**src/rtl/efuse_readout.sv**
```systemverilog
// efuse_readout: samples the eFuse serial output on each SCLK fall during a read
// and presents the assembled word with a valid pulse, sticky abort error and compare flag.
`default_nettype none

module efuse_readout #(
  parameter int WIDTH = 32
) (
  input  logic             clk,
  input  logic             rst,
  input  logic             CSB,
  input  logic             PGM,
  input  logic             SCLK,
  input  logic             efuse_q,
  input  logic [WIDTH-1:0] expect_word,
  output logic [WIDTH-1:0] data_out,
  output logic             data_valid,
  output logic             busy,
  output logic             err,
  output logic             match
);

  localparam int CNT_W = $clog2(WIDTH);
  localparam logic [CNT_W-1:0] LAST = CNT_W'(WIDTH - 1);

  typedef enum logic [1:0] {
    IDLE  = 2'd0,
    SHIFT = 2'd1,
    DONE  = 2'd2
  } state_t;

  state_t           state;
  logic [CNT_W-1:0] cnt;
  logic [WIDTH-2:0] sr;
  logic             sclk_d;
  logic             csb_d;

  logic             fall;
  logic             start;
  logic [WIDTH-1:0] word;

  // SCLK and CSB are produced in this clock domain, so plain delayed copies suffice.
  assign fall  = sclk_d & ~SCLK;
  assign start = csb_d & ~CSB & ~PGM;
  assign word  = {efuse_q, sr};

  always_ff @(posedge clk or negedge rst) begin
    if (!rst) begin
      state      <= IDLE;
      cnt        <= '0;
      sr         <= '0;
      sclk_d     <= 1'b0;
      csb_d      <= 1'b1;
      data_out   <= '0;
      data_valid <= 1'b0;
      busy       <= 1'b0;
      err        <= 1'b0;
      match      <= 1'b0;
    end else begin
      sclk_d     <= SCLK;
      csb_d      <= CSB;
      data_valid <= 1'b0;
      case (state)
        IDLE: begin
          if (start) begin
            state <= SHIFT;
            cnt   <= '0;
            sr    <= '0;
            err   <= 1'b0;
            busy  <= 1'b1;
          end
        end
        SHIFT: begin
          // A deselect or program-mode switch wins over a coincident fall.
          if (CSB || PGM) begin
            state <= IDLE;
            err   <= 1'b1;
            busy  <= 1'b0;
          end else if (fall) begin
            cnt <= cnt + 1'b1;
            if (cnt == LAST) begin
              data_out   <= word;
              match      <= (word == expect_word);
              data_valid <= 1'b1;
              busy       <= 1'b0;
              state      <= DONE;
            end else begin
              sr[cnt] <= efuse_q;
            end
          end
        end
        DONE: begin
          if (CSB) begin
            state <= IDLE;
          end
        end
        default: begin
          state <= IDLE;
          busy  <= 1'b0;
        end
      endcase
    end
  end

endmodule

`default_nettype wire

```
**config.mk**
```make
export PLATFORM = sky130hd
export DESIGN_NAME = efuse_readout
export DESIGN_NICKNAME = d
export VERILOG_FILES = /design/src/rtl/efuse_readout.sv
export SDC_FILE = /design/constraint.sdc
export NUM_CORES = 1
export LEC_CHECK = 0
export CAP_MARGIN = 25
export CORE_MARGIN = 1
export CORE_UTILIZATION = 45
export CTS_CLUSTER_DIAMETER = 60
export DETAILED_ROUTE_END_ITERATION = 7
export HOLD_SLACK_MARGIN = 0.06
export PLACE_DENSITY = 0.79
export SYNTH_ARGS = -nofsm -noshare
export SYNTH_HDL_FRONTEND = slang
export SYNTH_SLANG_ARGS = --single-unit
```
**constraint.sdc**
```tcl
create_clock -name clk -period 2.8 [get_ports clk]
set_input_delay 0.56 -clock clk [delete_from_list [all_inputs] [get_ports clk]]
set_output_delay 0.56 -clock clk [all_outputs]
set_load 0.02 [all_outputs]
```
==> reports/qor.csv <==
stage;metric;value;unit
run_status;status;finished clean;
finish;fillers;696;
placement;place_congestion;0.809;
synth;syn_area_per_cell;11.2;sq um
setup_path;path_max_fanout;35;
pwr;p_sw;0.556;mW
route;wl_met2;4370;microns
route;dr.pass1.iters;4;
route;drt-initial-drc-count;231;
synth;synth-edff-count;0;
route;avgRoutedWirePerCell;17.2;microns
timing;slew_violations;0;
finish;final_nets;460;
pwr;p_leak;2.29;nW
finish;num_antenna_cells;0;
floorplanning;io_pins;74;
synth;synth_ff_type;dfrtp_1;
global_routing;grt_max_degree;77;
clocking;numCtsBuffers;9;
clocking;cts.sinks;76;
route;highest_layer;met4;
pwr;pwr-share-seq;0.512;
synth;yosysMostFrequentCell;dfrtp_1;
synth;synthCells;344;
clocking;htreeDepth;3;
timing;clock_skew;0.00895;ns
clocking;clock-root-buffer;clkbuf_8;
pwr;powerDensity;446;nW/um^2
synth;ys_warn_count;0;
synth;synthDominantCellAreaShare;0.486;
timing;timing.setup.tns;0;ns
timing;maxSlewHeadroom;0.381;
pwr;clock_power_share;0.396;
floorplanning;dieArea;8960;sq um
finish;multi_input_area;1830;sq um
floorplanning;die_h;94.7;microns
timing;min_period;2.26;ns
global_routing;grt_pass1_vias;2920;
timing;tightest_slew;0.928;ns
synth;ys_ff_latch;76;
finish;drive_above_1_share;0.161;
timing;max_freq;443;MHz
synth;yosysTopAreaCell;dfrtp_1;
timing;period_share;0.806;
clocking;post_cts_buffers;0;
global_routing;overflow;0;
clocking;cts_resized;0;
floorplanning;start_util;0.468;
pwr;internal_power;1.62;mW
finish;fin_util;0.592;
flow_run;maxCapViolCount;0;
timing;setup_viol;0;
floorplanning;die-width;94.7;microns
synth;synth_area;3860;sq um
floorplanning;row_count;33;
synth;synth_nets;387;
route;ant_nets;0;
route;via_per_inst;5.60;
finish;seqCellArea;1900;sq um
synth;ys_top_cells_by_area;dfrtp_1, mux2_4, o21ai_0;
timing;hold_viol;0;
timing;rsz0062_at_grt;false;
synth;yosys-top-cells-count;dfrtp_1, o21ai_0, xor2_1;
setup_path;critPathRequiredTime;3.04;ns
setup_path;worstSetupPathType;reg2reg;
clocking;cts_tree;done;
route;met1_length;3780;microns
pwr;switching_share;0.255;
min_path;hp-class;in2async;
route;drcViolationCount;0;
setup_path;worstPathArrival;2.50;ns
floorplanning;core_area;8260;sq um
route;vias;2950;
placement;dpl.hpwl;6470;microns
global_routing;grt_usage;0.218;
route;drt_wl_total;9080;microns
setup_path;cp-start-kind;register;
clocking;clk-insertion-delay-late;0.35;ns
synth;netlist-cell-type-count;34;
finish;areaGrowthSynthToFinish;26.6;%
global_routing;antenna_found_initial;0;
clocking;clk_pin_slew;0.08;ns
clocking;hold_buffers;0;
global_routing;grt_pass1_wl;14600;microns
pwr;comb_power_share;0.091;
pwr;ir_worst_vdd;314;uV
route;wl_met3;620;microns
placement;io_buffers;73;
clocking;clockBufferDepth;2;
setup_path;end_kind;register;
synth;async_reset_ff_frac;1.00;
synth;ys_seq_area_frac;0.492;
==> power groups by stage <==
| stage | Sequential, mW | Combinational, mW | Clock (mW) |
|---|---|---|---|
| after detailed placement | 1.14 | 0.199 | 0 |
| final | 1.12 | 0.199 | 0.864 |
| after CTS | 1.12 | 0.201 | 0.881 |
| after global routing | 1.12 | 0.218 | 0.924 |
| after global placement | 1.14 | 0.195 | 0 |
| after floorplan | 1.14 | 0.0722 | 0 |
==> through the flow <==
step	hold slack [ns]	area [sq um]	total power [mW]	instances	setup slack, ns
4_1_cts	0.374	4890	2.20	527	0.511
3_3_place_gp	0.473	4690	1.33	511	0.378
5_1_grt	0.420	4890	2.26	527	0.397
3_5_place_dp	0.488	4690	1.34	511	0.308
6_report	0.328	4890	2.18	527	0.543
2_1_floorplan	0.264	3860	1.22	344	0.672
==> logic make-up (layout without fill, tap and decap cells) <==
| logic type | Yosys count | in the layout | synth area share |
|---|---|---|---|
| xor+xnor | 34 | 34 | 0.0770 |
| fa+ha+maj | 5 | 5 | 0.0162 |
| simple gates | 66 | 66 | 0.120 |
| flops | 76 | 76 | 0.492 |
| compound gates | 102 | 102 | 0.137 |
| buf+inv | 28 | 106 | 0.0353 |
| mux | 33 | 33 | 0.122 |
==> worst max-delay path, stage by stage, from the launching register on <==
cell     delay, ns
dfrtp_1       0.43
ha_1          0.25
and3_1        0.19
ha_1          0.30
nand3_4       0.09
buf_4         0.47
mux2_2        0.40
==> metal layers <==
metal	global-route usage	up-vias
li1	-	1364
met1	0.276	1432
met2	0.347	129
met5	0	-
met3	0.0499	25
met4	0.114	0
==> final timing paths <==
check	from	endpoint	slack, ns	depth (start not counted)
setup / recovery	cnt[0]	data_out[4]	0.54	6
hold / removal	rst	cnt[0]	0.33	1
min in group clk	data_out[6]	data_out[6]	0.51	1
max in group asynchronous	rst	sr[23]	1.85	1
setup reg to reg	cnt[0]	data_out[4]	0.54	6
hold reg to reg	data_out[6]	data_out[6]	0.51	1
==> cell usage in the layout (no fill, tap or decap) <==
cell type	synthesis	layout
nor2b_1	7	7
nor3b_1	3	3
buf_4	0	10
ha_1	5	5
inv_6	0	1
nand3_1	6	6
nor4_1	8	8
clkbuf_8	0	9
nor3_1	2	2
nand3_4	5	5
nor2_1	4	4
and3_1	3	3
a22oi_2	1	1
a21o_1	1	1
clkinv_4	0	2
nor4b_1	1	1
dfrtp_1	75	75
inv_1	8	8
o31ai_1	3	3
clkinvlp_4	0	2
nand4_1	2	2
and2_1	2	2
bufinv_16	0	1
dfstp_2	1	1
xor2_1	34	34
a21oi_1	32	32
nand2_1	9	9
mux2_4	27	27
inv_8	0	1
mux2_2	6	6
nand2b_1	6	6
clkdlybuf4s50_1	0	72
and3b_1	4	4
o21ai_0	61	61
nor4b_4	1	1
o21ai_1	4	4
or3_1	2	2
nand3_2	1	1
==> flip-flops by register name, summed over array words and instances, names as in the netlist <==
name / count
sclk_d: 1
match: 1
cnt: 5
busy: 1
state: 2
sr: 31
err: 1
data_out: 32
data_valid: 1
csb_d: 1
==> layout make-up <==
class | count | share of cell area
Tap cell | 105 | 0.0269
Clock buffer | 9 | 0.0253
Multi-Input combinational cell | 240 | 0.373
Inverter | 8 | 0.00614
Clock inverter | 7 | 0.0169
Sequential cell | 76 | 0.389
Timing Repair Buffer | 82 | 0.163
Power figures use the tool's default switching activity.
